$ cat config.mk
export PLATFORM = sky130hd
export DESIGN_NAME = syn_board_io_ctrl
export DESIGN_NICKNAME = d
export VERILOG_FILES = /design/src/rtl/syn_board_io_pkg.sv /design/src/rtl/syn_key_debounce.sv /design/src/rtl/syn_board_io_ctrl.sv
export SDC_FILE = /design/constraint.sdc
export NUM_CORES = 1
export LEC_CHECK = 0
export CAP_MARGIN = 10
export CORE_MARGIN = 3
export CORE_UTILIZATION = 63
export CTS_BUF_LIST = sky130_fd_sc_hd__clkbuf_4
export DETAILED_ROUTE_END_ITERATION = 16
export HOLD_SLACK_MARGIN = 0.1
export PLACE_DENSITY_LB_ADDON = 0.05
export SETUP_SLACK_MARGIN = 0.3
export SYNTH_ARGS = -nofsm -noshare
export SYNTH_HDL_FRONTEND = slang
export SYNTH_HIERARCHICAL = 1
export SYNTH_SLANG_ARGS = --single-unit
$ cat constraint.sdc
create_clock -name clk_ir -period 7.5 [get_ports clk_ir]
set_clock_uncertainty 0.15 [all_clocks]
set_input_delay 1.5 -clock clk_ir [delete_from_list [all_inputs] [get_ports clk_ir]]
set_output_delay 1.5 -clock clk_ir [all_outputs]
set_load 0.02 [all_outputs]
$ cat src/rtl/syn_board_io_pkg.sv
// Shared register map, blank pattern and seven-segment decode for the board I/O controller.
package syn_board_io_pkg;

  localparam logic [2:0] ADDR_LED_VAL    = 3'd0;
  localparam logic [2:0] ADDR_LED_BLINK  = 3'd1;
  localparam logic [2:0] ADDR_HEX_VAL    = 3'd2;
  localparam logic [2:0] ADDR_HEX_EN     = 3'd3;
  localparam logic [2:0] ADDR_KEY_LVL    = 3'd4;
  localparam logic [2:0] ADDR_KEY_EVT    = 3'd5;
  localparam logic [2:0] ADDR_KEY_IRQ_EN = 3'd6;
  localparam logic [2:0] ADDR_SW_VAL     = 3'd7;

  localparam logic [6:0] SEG_BLANK = 7'h7f;

  // Segments {g..a}, active-low.
  function automatic logic [6:0] seg_decode(input logic [3:0] v);
    seg_decode = SEG_BLANK;
    case (v)
      4'h0: seg_decode = 7'h40;
      4'h1: seg_decode = 7'h79;
      4'h2: seg_decode = 7'h24;
      4'h3: seg_decode = 7'h30;
      4'h4: seg_decode = 7'h19;
      4'h5: seg_decode = 7'h12;
      4'h6: seg_decode = 7'h02;
      4'h7: seg_decode = 7'h78;
      4'h8: seg_decode = 7'h00;
      4'h9: seg_decode = 7'h10;
      4'hA: seg_decode = 7'h08;
      4'hB: seg_decode = 7'h03;
      4'hC: seg_decode = 7'h46;
      4'hD: seg_decode = 7'h21;
      4'hE: seg_decode = 7'h06;
      4'hF: seg_decode = 7'h0E;
    endcase
  endfunction

endpackage

$ cat src/rtl/syn_key_debounce.sv
// One pushbutton: two-flop sync (inverted so 1 = pressed), stability counter,
// debounced level and a single-cycle pulse coincident with the level rising.
module syn_key_debounce #(
  parameter int P_DEBOUNCE_CYC = 500000
) (
  input  logic clk_ir,
  input  logic rst_ih,
  input  logic key_n_i,
  output logic key_lvl_o,
  output logic key_rise_o
);
  localparam int CW = (P_DEBOUNCE_CYC > 1) ? $clog2(P_DEBOUNCE_CYC) : 1;

  logic          sync0, sync1;
  logic [CW-1:0] cnt;
  logic          done;

  assign done       = (sync1 != key_lvl_o) && (cnt == CW'(P_DEBOUNCE_CYC - 1));
  assign key_rise_o = done & sync1;

  always_ff @(posedge clk_ir) begin
    if (rst_ih) begin
      sync0     <= 1'b0;
      sync1     <= 1'b0;
      cnt       <= '0;
      key_lvl_o <= 1'b0;
    end else begin
      sync0 <= ~key_n_i;
      sync1 <= sync0;
      // Any cycle where sync agrees with the level restarts the stability window.
      if (sync1 == key_lvl_o || done) cnt <= '0;
      else                            cnt <= cnt + 1'b1;
      if (done) key_lvl_o <= sync1;
    end
  end
endmodule

$ cat src/rtl/syn_board_io_ctrl.sv
// Board I/O controller: LED/blink, seven-seg digits, debounced keys with sticky
// events and interrupt, synchronised switches, all behind one local-bus slave.
module syn_board_io_ctrl
  import syn_board_io_pkg::*;
#(
  parameter int P_LB_DWIDTH    = 32,
  parameter int P_LB_AWIDTH    = 4,
  parameter int P_NUM_KEYS     = 4,
  parameter int P_NUM_SW       = 10,
  parameter int P_NUM_LEDS     = 18,
  parameter int P_NUM_HEX      = 4,
  parameter int P_DEBOUNCE_CYC = 500000,
  parameter int P_BLINK_DIV    = 25000000
) (
  input  logic                     clk_ir,
  input  logic                     rst_ih,
  input  logic                     lb_wr_en_i,
  input  logic                     lb_rd_en_i,
  input  logic [P_LB_AWIDTH-1:0]   lb_addr_i,
  input  logic [P_LB_DWIDTH-1:0]   lb_wr_data_i,
  output logic [P_LB_DWIDTH-1:0]   lb_rd_data_o,
  output logic                     lb_rd_valid_o,
  input  logic [P_NUM_KEYS-1:0]    key_n_i,
  input  logic [P_NUM_SW-1:0]      sw_i,
  output logic [P_NUM_LEDS-1:0]    led_o,
  output logic [7*P_NUM_HEX-1:0]   hex_o,
  output logic                     key_irq_o
);
  localparam int PW = (P_BLINK_DIV > 1) ? $clog2(P_BLINK_DIV) : 1;

  if (P_NUM_LEDS > P_LB_DWIDTH)    begin : g_chk_leds $error("P_NUM_LEDS exceeds P_LB_DWIDTH"); end
  if (P_NUM_HEX*4 > P_LB_DWIDTH)   begin : g_chk_hex  $error("P_NUM_HEX*4 exceeds P_LB_DWIDTH"); end
  if (P_NUM_KEYS > P_LB_DWIDTH || P_NUM_SW > P_LB_DWIDTH) begin : g_chk_io $error("key/switch count exceeds P_LB_DWIDTH"); end
  if (P_LB_AWIDTH < 3)             begin : g_chk_addr $error("P_LB_AWIDTH must cover 8 registers"); end

  logic [P_NUM_LEDS-1:0]  led_val_q, led_blink_q;
  logic [4*P_NUM_HEX-1:0] hex_val_q, hex_val_d;
  logic [P_NUM_HEX-1:0]   hex_en_q, hex_en_d;
  logic [7*P_NUM_HEX-1:0] hex_d;
  logic [P_NUM_KEYS-1:0]  key_lvl, key_rise, key_evt_q, key_evt_d, key_irq_en_q;
  logic [P_NUM_SW-1:0]    sw_sync0, sw_sync1;
  logic [PW-1:0]          blink_cnt;
  logic                   blink_phase;
  logic [P_LB_DWIDTH-1:0] rd_mux;
  logic                   addr_ok, wr_ok;
  logic [2:0]             sel;
  logic                   unused_wr;

  assign unused_wr = ^lb_wr_data_i;
  assign addr_ok   = (lb_addr_i >> 3) == '0;
  assign sel       = lb_addr_i[2:0];
  assign wr_ok     = lb_wr_en_i & addr_ok;

  for (genvar k = 0; k < P_NUM_KEYS; k++) begin : g_key
    syn_key_debounce #(.P_DEBOUNCE_CYC(P_DEBOUNCE_CYC)) u_db (
      .clk_ir    (clk_ir),
      .rst_ih    (rst_ih),
      .key_n_i   (key_n_i[k]),
      .key_lvl_o (key_lvl[k]),
      .key_rise_o(key_rise[k])
    );
  end

  // Next-state hex registers feed the decode so digits follow a write by one cycle.
  always_comb begin
    hex_val_d = hex_val_q;
    hex_en_d  = hex_en_q;
    key_evt_d = key_evt_q;
    if (wr_ok && sel == ADDR_HEX_VAL) hex_val_d = lb_wr_data_i[4*P_NUM_HEX-1:0];
    if (wr_ok && sel == ADDR_HEX_EN)  hex_en_d  = lb_wr_data_i[P_NUM_HEX-1:0];
    if (wr_ok && sel == ADDR_KEY_EVT) key_evt_d = key_evt_q & ~lb_wr_data_i[P_NUM_KEYS-1:0];
    key_evt_d = key_evt_d | key_rise;
  end

  for (genvar d = 0; d < P_NUM_HEX; d++) begin : g_hex
    assign hex_d[7*d +: 7] = hex_en_d[d] ? seg_decode(hex_val_d[4*d +: 4]) : SEG_BLANK;
  end

  always_comb begin
    rd_mux = '0;
    if (addr_ok) begin
      case (sel)
        ADDR_LED_VAL:    rd_mux = P_LB_DWIDTH'(led_val_q);
        ADDR_LED_BLINK:  rd_mux = P_LB_DWIDTH'(led_blink_q);
        ADDR_HEX_VAL:    rd_mux = P_LB_DWIDTH'(hex_val_q);
        ADDR_HEX_EN:     rd_mux = P_LB_DWIDTH'(hex_en_q);
        ADDR_KEY_LVL:    rd_mux = P_LB_DWIDTH'(key_lvl);
        ADDR_KEY_EVT:    rd_mux = P_LB_DWIDTH'(key_evt_q);
        ADDR_KEY_IRQ_EN: rd_mux = P_LB_DWIDTH'(key_irq_en_q);
        ADDR_SW_VAL:     rd_mux = P_LB_DWIDTH'(sw_sync1);
        default:         rd_mux = '0;
      endcase
    end
  end

  always_ff @(posedge clk_ir) begin
    if (rst_ih) begin
      led_val_q     <= '0;
      led_blink_q   <= '0;
      hex_val_q     <= '0;
      hex_en_q      <= '0;
      key_evt_q     <= '0;
      key_irq_en_q  <= '0;
      sw_sync0      <= '0;
      sw_sync1      <= '0;
      blink_cnt     <= '0;
      blink_phase   <= 1'b0;
      led_o         <= '0;
      hex_o         <= {P_NUM_HEX{SEG_BLANK}};
      key_irq_o     <= 1'b0;
      lb_rd_data_o  <= '0;
      lb_rd_valid_o <= 1'b0;
    end else begin
      if (wr_ok && sel == ADDR_LED_VAL)    led_val_q    <= lb_wr_data_i[P_NUM_LEDS-1:0];
      if (wr_ok && sel == ADDR_LED_BLINK)  led_blink_q  <= lb_wr_data_i[P_NUM_LEDS-1:0];
      if (wr_ok && sel == ADDR_KEY_IRQ_EN) key_irq_en_q <= lb_wr_data_i[P_NUM_KEYS-1:0];
      hex_val_q <= hex_val_d;
      hex_en_q  <= hex_en_d;
      key_evt_q <= key_evt_d;
      sw_sync0  <= sw_i;
      sw_sync1  <= sw_sync0;
      if (blink_cnt == PW'(P_BLINK_DIV - 1)) begin
        blink_cnt   <= '0;
        blink_phase <= ~blink_phase;
      end else begin
        blink_cnt <= blink_cnt + 1'b1;
      end
      led_o     <= led_val_q & ~(led_blink_q & ~{P_NUM_LEDS{blink_phase}});
      hex_o     <= hex_d;
      key_irq_o <= |(key_evt_q & key_irq_en_q);
      // Read samples the registers before this cycle's write lands.
      lb_rd_valid_o <= lb_rd_en_i;
      if (lb_rd_en_i) lb_rd_data_o <= rd_mux;
    end
  end
endmodule

==> flow_metrics.tcl <==
set metrics [dict create \
    cts_root_buffer "clkbuf_4" \
    grt_pass1_vias 10100 \
    avgRoutedWirePerCell_um 15.6 \
    hold_class "flip-flop to flip-flop" \
    io_buffers 105 \
    drtIter0Drc 635 \
    reg2reg_to "hex_o[10]$_SDFF_PP1_" \
    syn_to_final_growth_pct 14.9 \
    gr-usage-all-layers_pct 26.2 \
    io_pins 134 \
    async_reset_ff_share_pct 0 \
    arrival_ps 5510 \
    post_cts_buffers 0 \
    hold_violations 0 \
    synth_flop_cell "dfxtp_1" \
    setup.worst_path.end_class "flip-flop" \
    tns_ps 0 \
    fp.dieW_um 146 \
    clk_latency_ps 640 \
    leakage_nw 5.08 \
    placed_cells 1716 \
    rrSetupSlack_ps 5030 \
    cts_buffer_depth 3 \
    antenna_found_initial 1 \
    period_minus_slack_ps 5170 \
    max_freq_mhz 193 \
    cts_htree_levels 3 \
    rr_worst_depth 8 \
    cts_resized 0 \
    power.density_nw_per_um2 197 \
    drc 0 \
    fin_cells 1829 \
    final_nets 1610 \
    layout-drive-gt1-share_pct 9.31 \
    p_total_mw 2.79 \
    critPathKind "primary input to flip-flop" \
    initial_core_util_pct 64.9 \
    worstPathCellList "clkdlybuf4s50_1, nor2b_1, nand2_2, mux2i_1, inv_1, ha_1, nand2_1, a31oi_1, a31o_2, a2111oi_0, a31oi_1" \
    fp.dieH_um 146 \
    cp_top_family "simple AND/OR/NAND/NOR gates" \
    hp-start "sw_sync0[8]$_SDFF_PP0_" \
    reg2reg_from "hex_val_q[5]$_SDFF_PP0_" \
    cts_tree "built" \
    startpoint_type "primary input" \
    worst_pin_slew_ps 943 \
    rows 50 \
    cp_max_fo 26 \
    cts.sinks 264 \
    cap_violations 0 \
    core_area_sq_um 19000 \
    slowest_stage "nor2b_1" \
    synth-edff-count 0 \
    slew_violations 0 \
    multi_input_area_sq_um 6360 \
    grt_overflow 0 \
    clk_pin_slew_ps 70 \
    setup_viol 0 \
    rsz0062_at_grt "false" \
    worstHoldPathCells 1 \
    syn_inst 1416 \
    yosysWarnings 6 \
    critical_path_buf_inv_count 2 \
    regArea_sq_um 5290 \
    crit_required_ps 7840 \
    timing.final.crit_share_pct 68.9 \
    ys_ff_latch 264 \
    status "finished clean" \
    yosysUniqueCellTypes 75 \
    yosysSeqAreaShare_pct 43.0 \
    postCtsHoldBufs 0 \
    via_per_inst 5.71 \
    antenna_left 0 \
    dpl.hpwl_um 19200 \
    grt_max_degree 74 \
    drt_wl_total_um 28500 \
    syn_area_sq_um 12300 \
    ir_worst_vdd_v 0.000170 \
    cpPeakStageDelay_ps 730 \
    syn_area_per_cell_sq_um 8.69 \
    min_to "sw_sync1[8]$_SDFF_PP0_" \
    firstDrtPassIters 7 \
    die-area_sq_um 21200 \
    relSlewSlack_pct 37.0 \
    cts_buffers 68 \
    grt_pass1_wl_um 47300 \
    fillers 1475 \
    crit_top_cell "a31oi_1" \
    gp_congestion 0.901 \
    via_count 10400 \
]
cell usage after synthesis, types with 13 or more instances:
master    instances  area [sq um]
a21oi_1          91           455
a22o_1           13           114
buf_2            17          85.1
buf_4            21           158
clkbuf_1         39           146
dfxtp_1         264          5290
ha_1             30           375
inv_1            61           229
mux2i_1          40           400
nand2_1         127           477
nand2b_1         31           194
nand3_1          69           345
nand4_1          31           194
nor2_1          183           687
nor2b_1          49           307
nor3_1           26           130
nor4_1           26           163
nor4b_1          13           114
o21ai_0          23           115
o22ai_1          14          87.6
xnor2_1          58           508
xor2_1           27           236
layout by cell type (no fill, tap or decap), drive strengths merged, types with 4 or more instances in the layout:
cell | netlist | layout
a21oi | 93 | 93
a22o | 13 | 13
a31oi | 6 | 6
and3 | 12 | 12
and4 | 4 | 4
buf | 46 | 8
clkbuf | 39 | 90
clkdlybuf4s50 | 0 | 104
clkinv | 1 | 17
conb | 1 | 14
dfxtp | 264 | 264
ha | 30 | 30
inv | 62 | 65
mux2 | 10 | 10
mux2i | 43 | 43
nand2 | 128 | 128
nand2b | 31 | 31
nand3 | 71 | 71
nand3b | 4 | 4
nand4 | 32 | 32
nor2 | 185 | 185
nor2b | 49 | 49
nor3 | 28 | 28
nor3b | 4 | 4
nor4 | 29 | 29
nor4b | 13 | 13
o211a | 12 | 12
o211ai | 11 | 11
o21ai | 29 | 29
o221ai | 11 | 11
o22ai | 14 | 14
o41ai | 6 | 6
or3 | 5 | 5
or4 | 10 | 10
or4b | 4 | 4
xnor2 | 58 | 58
xor2 | 27 | 27
worst register-to-register path, delay by kind of cell, from the launching register on:
kind | cells | cell delay (ps)
flip-flops | 1 | 330
adder cells (fa/ha/maj) | 1 | 310
AO/OA/AOI/OAI | 4 | 740
multiplexers | 1 | 520
AND/OR/NAND/NOR | 1 | 100
buffers and inverters | 1 | 180
sequential cells by signal, indices dropped and copies added, names as in the netlist:
name / cells
key_irq_o: 1
g_key.u_db/sync1: 4
blink_phase: 1
hex_val_q: 16
g_key.u_db/key_lvl_o: 4
led_o: 18
blink_cnt: 25
key_evt_q: 4
lb_rd_valid_o: 1
lb_rd_data_o: 18
hex_en_q: 4
g_key.u_db/cnt: 76
g_key.u_db/sync0: 4
hex_o: 28
led_val_q: 18
led_blink_q: 18
sw_sync0: 10
key_irq_en_q: 4
sw_sync1: 10
layer usage:
layer | wire length, um | GRT usage, % | up-vias
met1 | 11900 | 31.7 | 4847
li1 | - | - | 5130
met3 | 1860 | 6.14 | 89
met5 | 0 | 0 | -
met2 | 13700 | 44.2 | 375
met4 | 1060 | 12.4 | 0
power breakdown:
part,switching (mW),internal (mW)
logic,0.102,0.0627
clock network,0.567,0.627
registers,0.0107,1.42
area by class of cell:
type                    count  share of cell area [%]
well taps                 260                    2.30
multi-input cells        1017                    45.0
diodes                      1                  0.0177
clock buffers              90                    4.78
repair buffers            112                    7.79
clock inverters            22                    1.04
inverters                  63                    1.67
flip-flops and latches    264                    37.4
stage by stage:
step                      util, %  cell area [sq um]  hold WS [ps]  worst slack (ps)
after CTS                    74.6              14100           264              2430
after detailed placement     70.2              13300           272              1790
final                        74.6              14100           279              2330
after floorplan                 -              12300           264              3460
after global routing         74.6              14100           287              2010
after global placement       70.2              13300           268              1930
kinds of logic (layout without fill, tap and decap cells):
logic type	Yosys count	in the layout	synth area share, %
other	1	15	0.0305
adders and majority gates	30	30	3.05
buffers and inverters	148	287	5.70
DFF	264	264	43.0
and+or+nand+nor	615	615	25.5
xor gates and xnor gates	85	85	6.05
AOI/OAI and AO/OA	220	220	12.0
muxes	53	53	4.68
worst max path at each step:
stage | cells after the start | startpoint | slack [ps] | endpoint
floorplan | 13 | lb_wr_en_i | 3460 | hex_o[10]$_SDFF_PP1_
global placement | 11 | lb_addr_i[3] | 1930 | hex_o[10]$_SDFF_PP1_
detailed placement | 11 | lb_addr_i[3] | 1790 | hex_o[10]$_SDFF_PP1_
CTS | 11 | lb_addr_i[3] | 2430 | hex_o[10]$_SDFF_PP1_
global route | 11 | lb_addr_i[3] | 2010 | hex_o[10]$_SDFF_PP1_
finish | 11 | lb_addr_i[3] | 2330 | hex_o[10]$_SDFF_PP1_
(Power assumes the default switching activity.)
